===== src/rtl/mdu_pkg.sv =====
// Shared encodings for the multiply/divide unit and the decoder slice that
// drives it from the SPECIAL-opcode funct field.
package mdu_pkg;

  typedef enum logic [1:0] {
    MDU_MULT  = 2'b00,
    MDU_MULTU = 2'b01,
    MDU_DIV   = 2'b10,
    MDU_DIVU  = 2'b11
  } mdu_op_e;

  typedef enum logic [1:0] {
    MDU_IDLE = 2'b00,
    MDU_CALC = 2'b01,
    MDU_FIX  = 2'b10
  } mdu_state_e;

  localparam int MDU_ITER = 32;

  typedef struct packed {
    logic    start;
    mdu_op_e op;
    logic    wr_hi;
    logic    wr_lo;
  } mdu_dec_t;

  function automatic logic mdu_is_div(input mdu_op_e op);
    return (op == MDU_DIV) || (op == MDU_DIVU);
  endfunction

  function automatic logic mdu_is_signed(input mdu_op_e op);
    return (op == MDU_MULT) || (op == MDU_DIV);
  endfunction

  // MFHI/MFLO need no MDU action; they read hi/lo directly.
  function automatic mdu_dec_t mdu_decode(input logic [5:0] funct);
    mdu_dec_t d;
    d = '{start: 1'b0, op: MDU_MULT, wr_hi: 1'b0, wr_lo: 1'b0};
    case (funct)
      6'b011000, 6'b011001, 6'b011010, 6'b011011: begin
        d.start = 1'b1;
        d.op    = mdu_op_e'(funct[1:0]);
      end
      6'b010001: d.wr_hi = 1'b1;
      6'b010011: d.wr_lo = 1'b1;
      default: ;
    endcase
    return d;
  endfunction

endpackage


===== src/rtl/mdu32_if.sv =====
// Request/response bundle between the execute-stage controller and mdu32.
interface mdu32_if #(
  parameter int WIDTH = 32
);
  logic             start;
  logic [1:0]       op;
  logic [WIDTH-1:0] a_in;
  logic [WIDTH-1:0] b_in;
  logic             wr_hi;
  logic             wr_lo;
  logic [WIDTH-1:0] wr_data;
  logic             busy;
  logic             done;
  logic [WIDTH-1:0] hi;
  logic [WIDTH-1:0] lo;

  modport master (
    output start, op, a_in, b_in, wr_hi, wr_lo, wr_data,
    input  busy, done, hi, lo
  );

  modport slave (
    input  start, op, a_in, b_in, wr_hi, wr_lo, wr_data,
    output busy, done, hi, lo
  );
endinterface


===== src/rtl/mdu_sign_fix.sv =====
// Conditional two's-complement negate: magnitude on entry, sign restore on exit.
module mdu_sign_fix #(
  parameter int W = 32
) (
  input  logic [W-1:0] val,
  input  logic         neg,
  output logic [W-1:0] res
);
  assign res = neg ? (~val + 1'b1) : val;
endmodule


===== src/rtl/mdu32.sv =====
// Iterative 32-bit multiply/divide unit owning HI/LO; one bit per cycle,
// 34 cycles start-to-done, sign handled by magnitude in / negate out.
module mdu32
  import mdu_pkg::*;
#(
  parameter int WIDTH = 32
) (
  input logic    clock,
  input logic    reset,
  mdu32_if.slave bus
);

  mdu_state_e         state;
  mdu_op_e            op_q;
  logic               a_neg, b_neg, b_zero;
  logic [5:0]         cnt;
  logic [WIDTH-1:0]   mag_a, mag_b;
  logic [2*WIDTH-1:0] acc;
  logic [WIDTH-1:0]   hi_q, lo_q;
  logic               done_q;

  // Operand magnitudes, index 0 = rs (a), index 1 = rt (b)
  logic                   in_signed;
  logic [1:0][WIDTH-1:0]  in_raw, in_mag;
  logic [1:0]             in_neg;

  assign in_signed = mdu_is_signed(mdu_op_e'(bus.op));
  assign in_raw    = {bus.b_in, bus.a_in};

  generate
    for (genvar i = 0; i < 2; i++) begin : g_mag
      assign in_neg[i] = in_signed & in_raw[i][WIDTH-1];
      mdu_sign_fix #(.W(WIDTH)) u_mag (
        .val (in_raw[i]),
        .neg (in_neg[i]),
        .res (in_mag[i])
      );
    end
  endgenerate

  // Multiply keeps the product in acc; divide keeps {remainder, quotient/dividend}.
  logic [WIDTH:0]     mul_sum, div_shift, div_trial;
  logic [2*WIDTH-1:0] mul_next, div_next;

  always_comb begin
    mul_sum   = {1'b0, acc[2*WIDTH-1:WIDTH]} + (acc[0] ? {1'b0, mag_a} : '0);
    mul_next  = {mul_sum, acc[WIDTH-1:1]};
    div_shift = {acc[2*WIDTH-1:WIDTH], acc[WIDTH-1]};
    div_trial = div_shift - {1'b0, mag_b};
    div_next  = {(div_trial[WIDTH] ? div_shift[WIDTH-1:0] : div_trial[WIDTH-1:0]),
                 acc[WIDTH-2:0], ~div_trial[WIDTH]};
  end

  logic               res_neg;
  logic [2*WIDTH-1:0] prod_fix;
  logic [WIDTH-1:0]   quo_fix, rem_fix;

  assign res_neg = a_neg ^ b_neg;

  mdu_sign_fix #(.W(2*WIDTH)) u_prod (.val(acc),                   .neg(res_neg), .res(prod_fix));
  mdu_sign_fix #(.W(WIDTH))   u_quo  (.val(acc[WIDTH-1:0]),        .neg(res_neg), .res(quo_fix));
  // Remainder follows the dividend; for x/0 this restores the raw dividend.
  mdu_sign_fix #(.W(WIDTH))   u_rem  (.val(acc[2*WIDTH-1:WIDTH]),  .neg(a_neg),   .res(rem_fix));

  always_ff @(posedge clock or posedge reset) begin
    if (reset) begin
      state  <= MDU_IDLE;
      op_q   <= MDU_MULT;
      a_neg  <= 1'b0;
      b_neg  <= 1'b0;
      b_zero <= 1'b0;
      cnt    <= '0;
      mag_a  <= '0;
      mag_b  <= '0;
      acc    <= '0;
      hi_q   <= '0;
      lo_q   <= '0;
      done_q <= 1'b0;
    end else begin
      done_q <= 1'b0;
      case (state)
        MDU_IDLE: begin
          if (bus.wr_hi) hi_q <= bus.wr_data;
          if (bus.wr_lo) lo_q <= bus.wr_data;
          if (bus.start) begin
            op_q   <= mdu_op_e'(bus.op);
            a_neg  <= in_neg[0];
            b_neg  <= in_neg[1];
            b_zero <= (bus.b_in == '0);
            mag_a  <= in_mag[0];
            mag_b  <= in_mag[1];
            acc    <= {{WIDTH{1'b0}}, (mdu_is_div(mdu_op_e'(bus.op)) ? in_mag[0] : in_mag[1])};
            cnt    <= '0;
            state  <= MDU_CALC;
          end
        end
        MDU_CALC: begin
          acc <= mdu_is_div(op_q) ? div_next : mul_next;
          cnt <= cnt + 6'd1;
          if (cnt == 6'(MDU_ITER - 1)) state <= MDU_FIX;
        end
        MDU_FIX: begin
          if (mdu_is_div(op_q)) begin
            hi_q <= rem_fix;
            lo_q <= b_zero ? '1 : quo_fix;
          end else begin
            {hi_q, lo_q} <= prod_fix;
          end
          done_q <= 1'b1;
          state  <= MDU_IDLE;
        end
        default: state <= MDU_IDLE;
      endcase
    end
  end

  assign bus.busy = (state != MDU_IDLE);
  assign bus.done = done_q;
  assign bus.hi   = hi_q;
  assign bus.lo   = lo_q;

endmodule


===== src/flat_wrapper.sv =====
// flat-port wrapper written by rule: the top's interface ports become plain ports
module mdu32_flat import mdu_pkg::*;
#(
  parameter int WIDTH = 32
)
  (clock, reset, bus_start, bus_op, bus_a_in, bus_b_in, bus_wr_hi, bus_wr_lo, bus_wr_data, bus_busy, bus_done, bus_hi, bus_lo);
  mdu32_if #(.WIDTH(WIDTH)) bus_i ();
  input logic clock;
  input logic reset;
  input wire logic [$bits(bus_i.start)-1:0] bus_start;
  input wire logic [$bits(bus_i.op)-1:0] bus_op;
  input wire logic [$bits(bus_i.a_in)-1:0] bus_a_in;
  input wire logic [$bits(bus_i.b_in)-1:0] bus_b_in;
  input wire logic [$bits(bus_i.wr_hi)-1:0] bus_wr_hi;
  input wire logic [$bits(bus_i.wr_lo)-1:0] bus_wr_lo;
  input wire logic [$bits(bus_i.wr_data)-1:0] bus_wr_data;
  output wire logic [$bits(bus_i.busy)-1:0] bus_busy;
  output wire logic [$bits(bus_i.done)-1:0] bus_done;
  output wire logic [$bits(bus_i.hi)-1:0] bus_hi;
  output wire logic [$bits(bus_i.lo)-1:0] bus_lo;
  assign bus_i.start = bus_start;
  assign bus_i.op = bus_op;
  assign bus_i.a_in = bus_a_in;
  assign bus_i.b_in = bus_b_in;
  assign bus_i.wr_hi = bus_wr_hi;
  assign bus_i.wr_lo = bus_wr_lo;
  assign bus_i.wr_data = bus_wr_data;
  assign bus_busy = bus_i.busy;
  assign bus_done = bus_i.done;
  assign bus_hi = bus_i.hi;
  assign bus_lo = bus_i.lo;
  mdu32 #(.WIDTH(WIDTH)) u_core (.clock(clock), .reset(reset), .bus(bus_i));
endmodule

===== config.mk =====
export PLATFORM = sky130hd
export DESIGN_NAME = mdu32_flat
export DESIGN_NICKNAME = d
export VERILOG_FILES = /design/src/rtl/mdu_pkg.sv /design/src/rtl/mdu32_if.sv /design/src/rtl/mdu_sign_fix.sv /design/src/rtl/mdu32.sv /design/src/flat_wrapper.sv
export SDC_FILE = /design/constraint.sdc
export NUM_CORES = 1
export LEC_CHECK = 0
export CAP_MARGIN = 20
export CORE_AREA = 3 3 175 177
export CTS_BUF_LIST = sky130_fd_sc_hd__clkbuf_4
export DETAILED_ROUTE_END_ITERATION = 12
export DIE_AREA = 0 0 178 180
export HOLD_SLACK_MARGIN = 0.03
export MAX_ROUTING_LAYER = met4
export PLACE_DENSITY = 0.86
export SYNTH_ARGS = -nofsm -noshare
export SYNTH_HDL_FRONTEND = slang
export SYNTH_SLANG_ARGS = --single-unit

===== constraint.sdc =====
create_clock -name clock -period 7.05 [get_ports clock]
set_clock_uncertainty 0.05 [all_clocks]
set_input_delay 0.705 -clock clock [delete_from_list [all_inputs] [get_ports clock]]
set_output_delay 0.705 -clock clock [all_outputs]
set_load 0.05 [all_outputs]

==> results of run 1 <==
through the flow:
stage	hold WS [ns]	total power [W]	setup slack [ns]	cell area, µm²	instances
floorplan	0.3862	0.005859	0.6992	15640	1924
global placement	0.4031	0.007300	2.479	17510	2384
detailed placement	0.4136	0.007423	2.378	17510	2384
CTS	0.4286	0.008503	2.335	18210	2484
global route	0.4546	0.009201	1.943	18270	2489
finish	0.4304	0.008636	2.295	18280	2490
per-layer routing:
| metal | vias up | routed length (µm) | share of wire |
|---|---|---|---|
| met5 | - | 0 | 0 |
| met4 | 0 | 2783 | 0.051 |
| met3 | 203 | 4791 | 0.088 |
| met2 | 926 | 25250 | 0.46 |
| met1 | 7633 | 21880 | 0.40 |
| li1 | 7231 | - | - |
sequential cells by signal (all words and copies together), names as in the netlist:
register	flops
u_core.mag_a	32
u_core.b_zero	1
u_core.bus.hi	32
u_core.acc	64
u_core.bus.lo	32
u_core.b_neg	1
u_core.bus.done	1
u_core.state	2
u_core.a_neg	1
u_core.op_q	1
u_core.mag_b	32
u_core.cnt	6
cells in the mapped netlist (5+ instances only):
master	number	area [µm²]
o21ai_0	232	1161
nand2_1	220	825.8
dfrtp_1	205	5130
a21oi_1	172	860.8
nor2_1	107	401.6
clkbuf_1	97	364.1
xnor2_1	90	788.3
xor2_1	80	700.7
inv_1	70	262.8
ha_1	69	863.3
and2_1	55	344.1
mux2i_1	47	470.5
nand3_1	40	200.2
o22ai_1	38	237.7
or3_1	32	200.2
a211oi_1	29	217.7
nor3_1	28	140.1
a21o_1	22	165.2
a22oi_1	21	157.7
o31ai_1	21	157.7
nand2b_1	20	125.1
and3_1	19	118.9
o211ai_1	18	135.1
a31oi_1	17	106.4
nor2b_1	13	81.33
o21bai_1	11	82.58
nor4_1	10	62.56
a221oi_1	9	78.83
o221ai_1	8	70.07
o41ai_1	8	70.07
buf_1	7	26.28
buf_2	7	35.03
o21a_1	7	52.55
a311oi_1	5	43.79
and4_1	5	43.79
or4_1	5	37.54
cell families after synthesis:
group / after synthesis
compound gates: 656
simple gates: 588
flops: 205
buf+inv: 185
xor+xnor: 170
fa+ha+maj: 71
mux: 49
worst paths after layout:
kind	end	slack [ns]
worst min register to register	u_core.mag_a[29]$_DFFE_PP0P_	0.43
worst min-delay path	u_core.mag_a[29]$_DFFE_PP0P_	0.43
worst max register to register	u_core.acc[61]$_DFFE_PP0P_	2.29
max in group asynchronous	u_core.bus.lo[24]$_DFFE_PP0P_	4.97
min in group asynchronous	u_core.cnt[5]$_DFFE_PP0P_	0.50
worst max-delay path	u_core.acc[61]$_DFFE_PP0P_	2.29
report_power, final:
part           internal, W  leakage, nW  switching [W]
Combinational      0.00204         4.80        0.00318
Sequential         0.00162         2.50       0.000732
Clock             0.000539        0.417       0.000533
Total              0.00420         7.72        0.00444
area by class of cell:
type | count | area (µm²)
Sequential cell | 205 | 5131
Clock buffer | 83 | 623.1
Tap cell | 390 | 488.0
Antenna cell | 2 | 5.005
Clock inverter | 17 | 75.07
Timing Repair Buffer | 188 | 1864
Inverter | 71 | 274.0
Fill cell | 2490 | 11130
Multi-Input combinational cell | 1534 | 9814
worst min-delay path: cells and delay by family, from the launching register on:
family | cells | cell delay [ns]
DFF | 1 | 0.34
AOI/OAI and AO/OA | 1 | 0.06
and+or+nand+nor | 1 | 0.05
==> impl_metrics.py, run 1 <==
metrics = {
    "timing": {
        "fin_setup_tns_ns": 0,
        "fin_crit_ns": 4.755,
        "finalSetupViolations": 0,
        "relSlewSlack": 0.2669,
        "rsz0062_at_grt": "no",
        "drv_slew": 0,
        "period_share": 0.6745,
        "fmaxAchievable_mhz": 210.3,
        "hold_viol_final": 0,
        "tightest_slew_ns": 1.100,
    },
    "final_layout": {
        "layout_commonest_cell": "o21ai_0",
        "layout-drive-gt1-share": 0.06673,
        "final_cell_mix": "o21ai_0 (232), nand2_1 (219), dfrtp_1 (204), a21oi_1 (172), clkdlybuf4s50_1 (168)",
        "syn_to_final_growth_pct": 16.87,
        "nNetsFinal": 2231,
        "post-route-util": 0.6216,
    },
    "route": {
        "drcViolationCount": 0,
        "dr.pass1.iters": 6,
        "wl_per_cell_um": 21.97,
        "drt-total-wl_um": 54700,
        "drt_iter0_drc": 1864,
        "postRouteAntennaNets": 0,
        "via_per_inst": 6.423,
        "vias": 15990,
    },
    "synth": {
        "synth_edf_count": 0,
        "synth-main-ff-cell": "dfrtp_1",
        "synthSimpleGateAreaFrac": 0.1872,
        "avgSynthCellArea_um2": 8.128,
        "synth_top_family_by_area": "compound AO/OA/AOI/OAI gates",
        "synthAdderAreaFrac": 0.05777,
        "netlist_area_mm2": 0.01564,
        "seq_area_frac_synth": 0.3281,
        "post_synth_inst_count": 1924,
        "ys_ff_latch": 205,
        "async_reset_ff_frac": 1.000,
        "synth_compound_area_frac": 0.2538,
        "synth_cell_type_count": 78,
        "synth.net_count": 2098,
        "synth_xor_area_frac": 0.09522,
        "synthMuxAreaShare": 0.03153,
        "yosys_warnings": 0,
    },
    "clock_tree": {
        "cts_setup_buffers": 0,
        "clk_path_buf_depth": 3,
        "numCtsBuffers": 57,
        "clkTransAtPathRegs_ns": 0.07,
        "root_buffer": "clkbuf_4",
        "ctsHoldBuffers": 0,
        "cts.sinks": 205,
        "insertion_delay_ns": 0.71,
        "htree_num_levels": 2,
        "tritoncts": "built",
        "cts_resized": 0,
    },
    "place": {
        "dpl.hpwl_um": 41560,
        "port_buffers": 168,
        "routabilityCongestion": 1.014,
    },
    "global_route": {
        "grt_use_met2": 0.5247,
        "grtUsageMet3": 0.04858,
        "gr-usage-all-layers": 0.3438,
        "grtUsageMet1": 0.4544,
        "grt_pass1_vias": 14940,
        "grt_busiest_layer": "met2",
        "antenna_found_initial": 1,
        "grt_pass1_wl_um": 84410,
        "grt_overflow": 0,
        "grt_max_degree": 135,
    },
    "setup_path": {
        "r2r_start": "u_core.acc[0]$_DFFE_PP0P_",
        "crit_path_end_kind": "flop",
        "worstPathMaxFanout": 38,
        "r2r_cells": 14,
        "startpoint_type": "flop",
        "critPathKind": "flop to flop",
        "required_ns": 7.55,
        "arrival_ns": 5.26,
        "startpoint": "u_core.acc[0]$_DFFE_PP0P_",
        "crit_buf_inv": 2,
        "cp.depth": 14,
        "cpLargestDelayFamily": "compound AO/OA/AOI/OAI gates",
        "crit_chain": "and2_1 -> ha_1 -> inv_1 -> fa_1 -> nand2b_1 -> a21oi_1 -> o41ai_1 -> buf_4 -> o311a_1 -> o21ai_0 -> a41oi_1 -> mux2i_1 -> a221oi_1 -> o211ai_1",
        "critPathSlowestCell": "dfrtp_1",
        "max_stage_delay_ns": 1.07,
    },
    "floorplanning": {
        "dieArea_mm2": 0.03204,
        "core-area_mm2": 0.02940,
        "pin_count": 169,
        "num_rows": 63,
        "die_x_um": 178,
        "initial_core_util": 0.5319,
        "die_y_um": 180,
    },
    "outcome": {
        "status": "finished, final reports clean",
    },
    "power": {
        "peakVddDrop_uv": 234.6,
        "cellLeakagePower_nw": 7.717,
        "power_density_mw_per_mm2": 472.6,
    },
    "worst_hold_path": {
        "hold_path.class": "flop to flop",
        "min_from": "u_core.mag_a[29]$_DFFE_PP0P_",
        "hold_depth": 2,
    },
    "flow_run": {
        "drv_cap": 0,
    },
}
(Power assumes the default switching activity.)
==> run 2, diff against run 1 <==
--- a/config.mk
+++ b/config.mk
@@ -12,7 +12,7 @@
 export DIE_AREA = 0 0 178 180
 export HOLD_SLACK_MARGIN = 0.03
 export MAX_ROUTING_LAYER = met4
-export PLACE_DENSITY = 0.86
+export PLACE_DENSITY = 0.89
 export SYNTH_ARGS = -nofsm -noshare
 export SYNTH_HDL_FRONTEND = slang
 export SYNTH_SLANG_ARGS = --single-unit
==> constraint.sdc (replaced) <==
create_clock -name clock -period 4.32 [get_ports clock]
set_clock_uncertainty 0.05 [all_clocks]
set_input_delay 0.432 -clock clock [delete_from_list [all_inputs] [get_ports clock]]
set_output_delay 0.432 -clock clock [all_outputs]
set_load 0.05 [all_outputs]
==> impl_metrics.py, run 2 (synthesis results as in run 1) <==
metrics = {
    "final_layout": {
        "syn_to_final_growth_pct": 17.42,
        "largest_reg_flops": 64,
        "top_register": "u_core.acc",
        "layout_commonest_cell": "o21ai_0",
        "layout-drive-gt1-share": 0.07109,
        "final_cell_mix": "o21ai_0 (232), nand2_1 (219), dfrtp_1 (204), a21oi_1 (172), clkdlybuf4s50_1 (168)",
        "nNetsFinal": 2246,
        "post-route-util": 0.6245,
    },
    "clock_tree": {
        "clk_path_buf_depth": 3,
        "cts_resized": 0,
        "cts_setup_buffers": 0,
        "clkTransAtPathRegs_ns": 0.06,
        "cts.sinks": 205,
        "insertion_delay_ns": 0.70,
        "ctsHoldBuffers": 0,
        "htree_num_levels": 2,
        "numCtsBuffers": 55,
        "tritoncts": "built",
        "root_buffer": "clkbuf_4",
    },
    "timing": {
        "relSlewSlack": 0.3068,
        "rsz0062_at_grt": "no",
        "hold_viol_final": 0,
        "fin_crit_ns": 3.983,
        "drv_slew": 0,
        "period_share": 0.9219,
        "finalSetupViolations": 0,
        "fmaxAchievable_mhz": 251.1,
        "fin_setup_tns_ns": 0,
        "tightest_slew_ns": 1.039,
    },
    "global_route": {
        "antenna_found_initial": 1,
        "gr-usage-all-layers": 0.3504,
        "grt_pass1_wl_um": 86460,
        "grt_max_degree": 101,
        "grt_overflow": 0,
        "grt_pass1_vias": 15430,
    },
    "floorplanning": {
        "num_rows": 63,
        "pin_count": 169,
        "core-area_mm2": 0.02940,
        "die_y_um": 180,
        "dieArea_mm2": 0.03204,
        "initial_core_util": 0.5319,
        "die_x_um": 178,
    },
    "route": {
        "drt_iter0_drc": 1729,
        "vias": 15930,
        "via_per_inst": 6.366,
        "drt-total-wl_um": 54850,
        "drcViolationCount": 0,
        "wl_per_cell_um": 21.92,
        "postRouteAntennaNets": 0,
        "dr.pass1.iters": 6,
    },
    "setup_path": {
        "critPathKind": "flop to flop",
        "startpoint_type": "flop",
        "arrival_ns": 4.45,
        "required_ns": 4.78,
        "worstPathMaxFanout": 37,
        "r2r_cells": 13,
        "crit_path_end_kind": "flop",
    },
    "outcome": {
        "status": "finished, final reports clean",
    },
    "power": {
        "cellLeakagePower_nw": 7.766,
        "peakVddDrop_uv": 442.1,
        "power_density_mw_per_mm2": 765.9,
    },
    "place": {
        "dpl.hpwl_um": 42260,
        "port_buffers": 168,
        "routabilityCongestion": 1.020,
    },
    "flow_run": {
        "drv_cap": 0,
    },
    "worst_hold_path": {
        "hold_path.class": "primary input to async pin",
    },
}
[run 2: through the flow]
stage               hold slack, ns  setup WS, ns  total power (W)  instance area, µm²  cells
CTS                         0.1288        0.3791          0.01388               18330   2499
global placement            0.4035        0.5019          0.01203               17680   2404
floorplan                   0.3862        0.5867         0.009563               15640   1924
finish                      0.1438        0.3375          0.01406               18360   2502
global route                0.1573       0.08969          0.01504               18360   2502
detailed placement          0.4190        0.4456          0.01220               17680   2404
[run 2: routing by layer]
layer / GRT usage / vias to the layer above / wire length (µm)
met3: 0.06147 / 213 / 4635
li1: - / 7265 / -
met2: 0.5336 / 864 / 25320
met4: 0.1759 / 0 / 3388
met1: 0.4483 / 7585 / 21510
met5: - / - / 0
[run 2: critical path: stages (launching register included)]
cell and delay [ns]:
dfrtp_1 0.36, inv_1 0.10, ha_1 0.25, fa_1 0.38, and2b_1 0.24, o21ai_0 0.14
a2111o_1 0.56, a2111oi_4 0.44, o211ai_1 0.18, o211ai_4 0.25, buf_4 0.45, nor2_1 0.11
a21oi_1 0.15, o221ai_1 0.13
[run 2: layout make-up]
type                    instances  area [µm²]
fillers                      2448       11040
multi-input cells            1534        9822
flip-flops and latches        205        5131
inverters                      71       270.3
diodes                          2       5.005
repair buffers                205        1997
clock inverters                19       77.57
well taps                     390       488.0
clock buffers                  76       570.5
[run 2: path summary, 6_finish.rpt]
path / startpoint / to / slack [ns]
setup / recovery: u_core.acc[31]$_DFFE_PP0P_ / u_core.acc[44]$_DFFE_PP0P_ / 0.34
hold / removal: reset / u_core.bus.hi[29]$_DFFE_PP0P_ / 0.14
setup reg to reg: u_core.acc[31]$_DFFE_PP0P_ / u_core.acc[44]$_DFFE_PP0P_ / 0.34
hold reg to reg: u_core.mag_a[0]$_DFFE_PP0P_ / u_core.mag_a[0]$_DFFE_PP0P_ / 0.43
max in group asynchronous: reset / u_core.mag_a[25]$_DFFE_PP0P_ / 3.08
min in group clock: bus_wr_data[27] / u_core.bus.hi[27]$_DFFE_PP0P_ / 0.33
[run 2: where the power goes]
part	switching (W)	leakage [nW]	internal, W
combinational	0.00533	4.88	0.00341
clock	0.000842	0.390	0.000811
sequential	0.00103	2.50	0.00264
==> run 3, diff against run 2 <==
==> constraint.sdc (replaced) <==
create_clock -name clock -period 4.32 [get_ports clock]
set_clock_uncertainty 0.05 [all_clocks]
set_input_delay 0.864 -clock clock [delete_from_list [all_inputs] [get_ports clock]]
set_output_delay 0.864 -clock clock [all_outputs]
set_load 0.05 [all_outputs]
==> impl_metrics.py, run 3 (synthesis results as in run 1) <==
metrics = {
    "outcome": {
        "status": "finished, final reports clean",
    },
    "timing": {
        "drv_slew": 0,
        "hold_viol_final": 0,
        "fin_crit_ns": 4.054,
        "relSlewSlack": 0.3873,
        "fmaxAchievable_mhz": 246.7,
        "rsz0062_at_grt": "no",
        "period_share": 0.9383,
        "tightest_slew_ns": 0.9170,
        "fin_ws_ns": 0.2664,
        "finalSetupViolations": 0,
        "fin_setup_tns_ns": 0,
    },
    "worst_hold_path": {
        "hold_path.class": "primary input to async pin",
    },
    "setup_path": {
        "arrival_ns": 4.56,
        "worstPathMaxFanout": 9,
        "critPathKind": "flop to flop",
        "required_ns": 4.83,
        "crit_buf_inv": 1,
        "crit_chain": "inv_1 -> fa_1 -> and2b_1 -> o21ai_0 -> a2111o_1 -> a2111oi_4 -> o21a_1 -> o211ai_4 -> or4b_2 -> o211ai_1",
        "cpLargestDelayFamily": "compound AO/OA/AOI/OAI gates",
        "max_stage_delay_ns": 0.71,
        "critPathSlowestCell": "or4b_2",
        "startpoint": "u_core.acc[32]$_DFFE_PP0P_",
        "startpoint_type": "flop",
        "r2r_start": "u_core.acc[32]$_DFFE_PP0P_",
        "crit_path_end_kind": "flop",
    },
    "power": {
        "peakVddDrop_uv": 387.7,
        "cellLeakagePower_nw": 7.762,
        "power_density_mw_per_mm2": 770.2,
    },
    "final_layout": {
        "stdcell_count": 2501,
        "largest_reg_flops": 64,
        "layout-drive-gt1-share": 0.07255,
        "multi_input_area_mm2": 0.009822,
        "layout_commonest_cell": "o21ai_0",
        "final_cell_mix": "o21ai_0 (232), nand2_1 (219), dfrtp_1 (204), a21oi_1 (172), clkdlybuf4s50_1 (168)",
        "fillCellCount": 2475,
        "final_cell_area_mm2": 0.01837,
        "regArea_mm2": 0.005131,
        "syn_to_final_growth_pct": 17.48,
        "top_register": "u_core.acc",
        "nNetsFinal": 2246,
    },
    "global_route": {
        "antenna_found_initial": 2,
        "grt_overflow": 0,
        "grt_pass1_vias": 15240,
        "grt_max_degree": 76,
        "gr-usage-all-layers": 0.3502,
        "grt_pass1_wl_um": 86150,
    },
    "clock_tree": {
        "insertion_delay_ns": 0.75,
        "tritoncts": "built",
        "cts_resized": 0,
        "htree_num_levels": 2,
        "cts.sinks": 205,
        "clk_path_buf_depth": 3,
        "clkTransAtPathRegs_ns": 0.07,
        "ctsHoldBuffers": 0,
        "root_buffer": "clkbuf_4",
        "cts_setup_buffers": 0,
        "numCtsBuffers": 57,
    },
    "place": {
        "pre_cts_ws_ns": 0.3458,
        "port_buffers": 168,
        "dpl.hpwl_um": 42400,
        "routabilityCongestion": 1.032,
        "placed_cell_area_mm2": 0.01767,
        "dp_cells": 2402,
    },
    "route": {
        "via_per_inst": 6.403,
        "vias": 16010,
        "drt-total-wl_um": 55380,
        "postRouteAntennaNets": 0,
        "drcViolationCount": 0,
        "wl_per_cell_um": 22.14,
        "drt_iter0_drc": 1820,
        "dr.pass1.iters": 6,
    },
    "floorplanning": {
        "pin_count": 169,
        "initial_core_util": 0.5319,
        "core-area_mm2": 0.02940,
        "dieArea_mm2": 0.03204,
        "num_rows": 63,
        "die_y_um": 180,
        "die_x_um": 178,
    },
    "flow_run": {
        "drv_cap": 0,
    },
}
==> run 3: cell types whose count changed in the layout (fill, tap and decap cells not counted), sizes merged <==
cell / change
clkbuf: +2
inv: -2
clkinvlp: +2
buf: -2
clkinv: -1
==> run 3: power by group <==
part           switching [W]  internal, W
logic                0.00524      0.00342
clock network       0.000870     0.000835
registers            0.00115      0.00264
==> run 3: worst reg2reg max path, stage by stage (launching register included) <==
cell       delay [ns]
dfrtp_1          0.53
inv_1            0.16
fa_1             0.46
and2b_1          0.24
o21ai_0          0.14
a2111o_1         0.58
a2111oi_4        0.46
o21a_1           0.25
o211ai_4         0.18
or4b_2           0.71
o211ai_1         0.11
==> run 3: layout make-up <==
class | instances | share of cell area
multi-input cells | 1534 | 0.5346
flip-flops and latches | 205 | 0.2793
repair buffers | 203 | 0.1079
clock buffers | 78 | 0.03187
well taps | 390 | 0.02656
inverters | 71 | 0.01471
clock inverters | 18 | 0.004767
diodes | 2 | 0.0002724
==> run 3: final timing paths <==
check	to	slack (ns)	cells past startpoint
setup reg to reg	u_core.acc[62]$_DFFE_PP0P_	0.27	10
hold reg to reg	u_core.cnt[5]$_DFFE_PP0P_	0.42	1
setup / recovery	u_core.acc[62]$_DFFE_PP0P_	0.27	10
max in group asynchronous	u_core.mag_b[9]$_DFFE_PP0P_	2.72	3
hold / removal	u_core.bus.hi[29]$_DFFE_PP0P_	0.40	2
min in group clock	u_core.cnt[5]$_DFFE_PP0P_	0.42	1
==> run 3: per-layer routing <==
layer,global-route usage,share of wire,up-vias
li1,-,-,7261
met1,0.4410,0.38,7545
met2,0.5353,0.46,985
met3,0.07013,0.098,223
met4,0.1753,0.058,0
met5,-,0,-
==> run 3: per-stage QoR <==
step	utilization	hold WS, ns	total power [W]
2_1_floorplan	-	0.3862	0.009563
3_5_place_dp	0.6008	0.4139	0.01223
5_1_grt	0.6248	0.3723	0.01508
6_report	0.6248	0.3965	0.01415
4_1_cts	0.6237	0.3571	0.01395
3_3_place_gp	0.6008	0.4036	0.01200
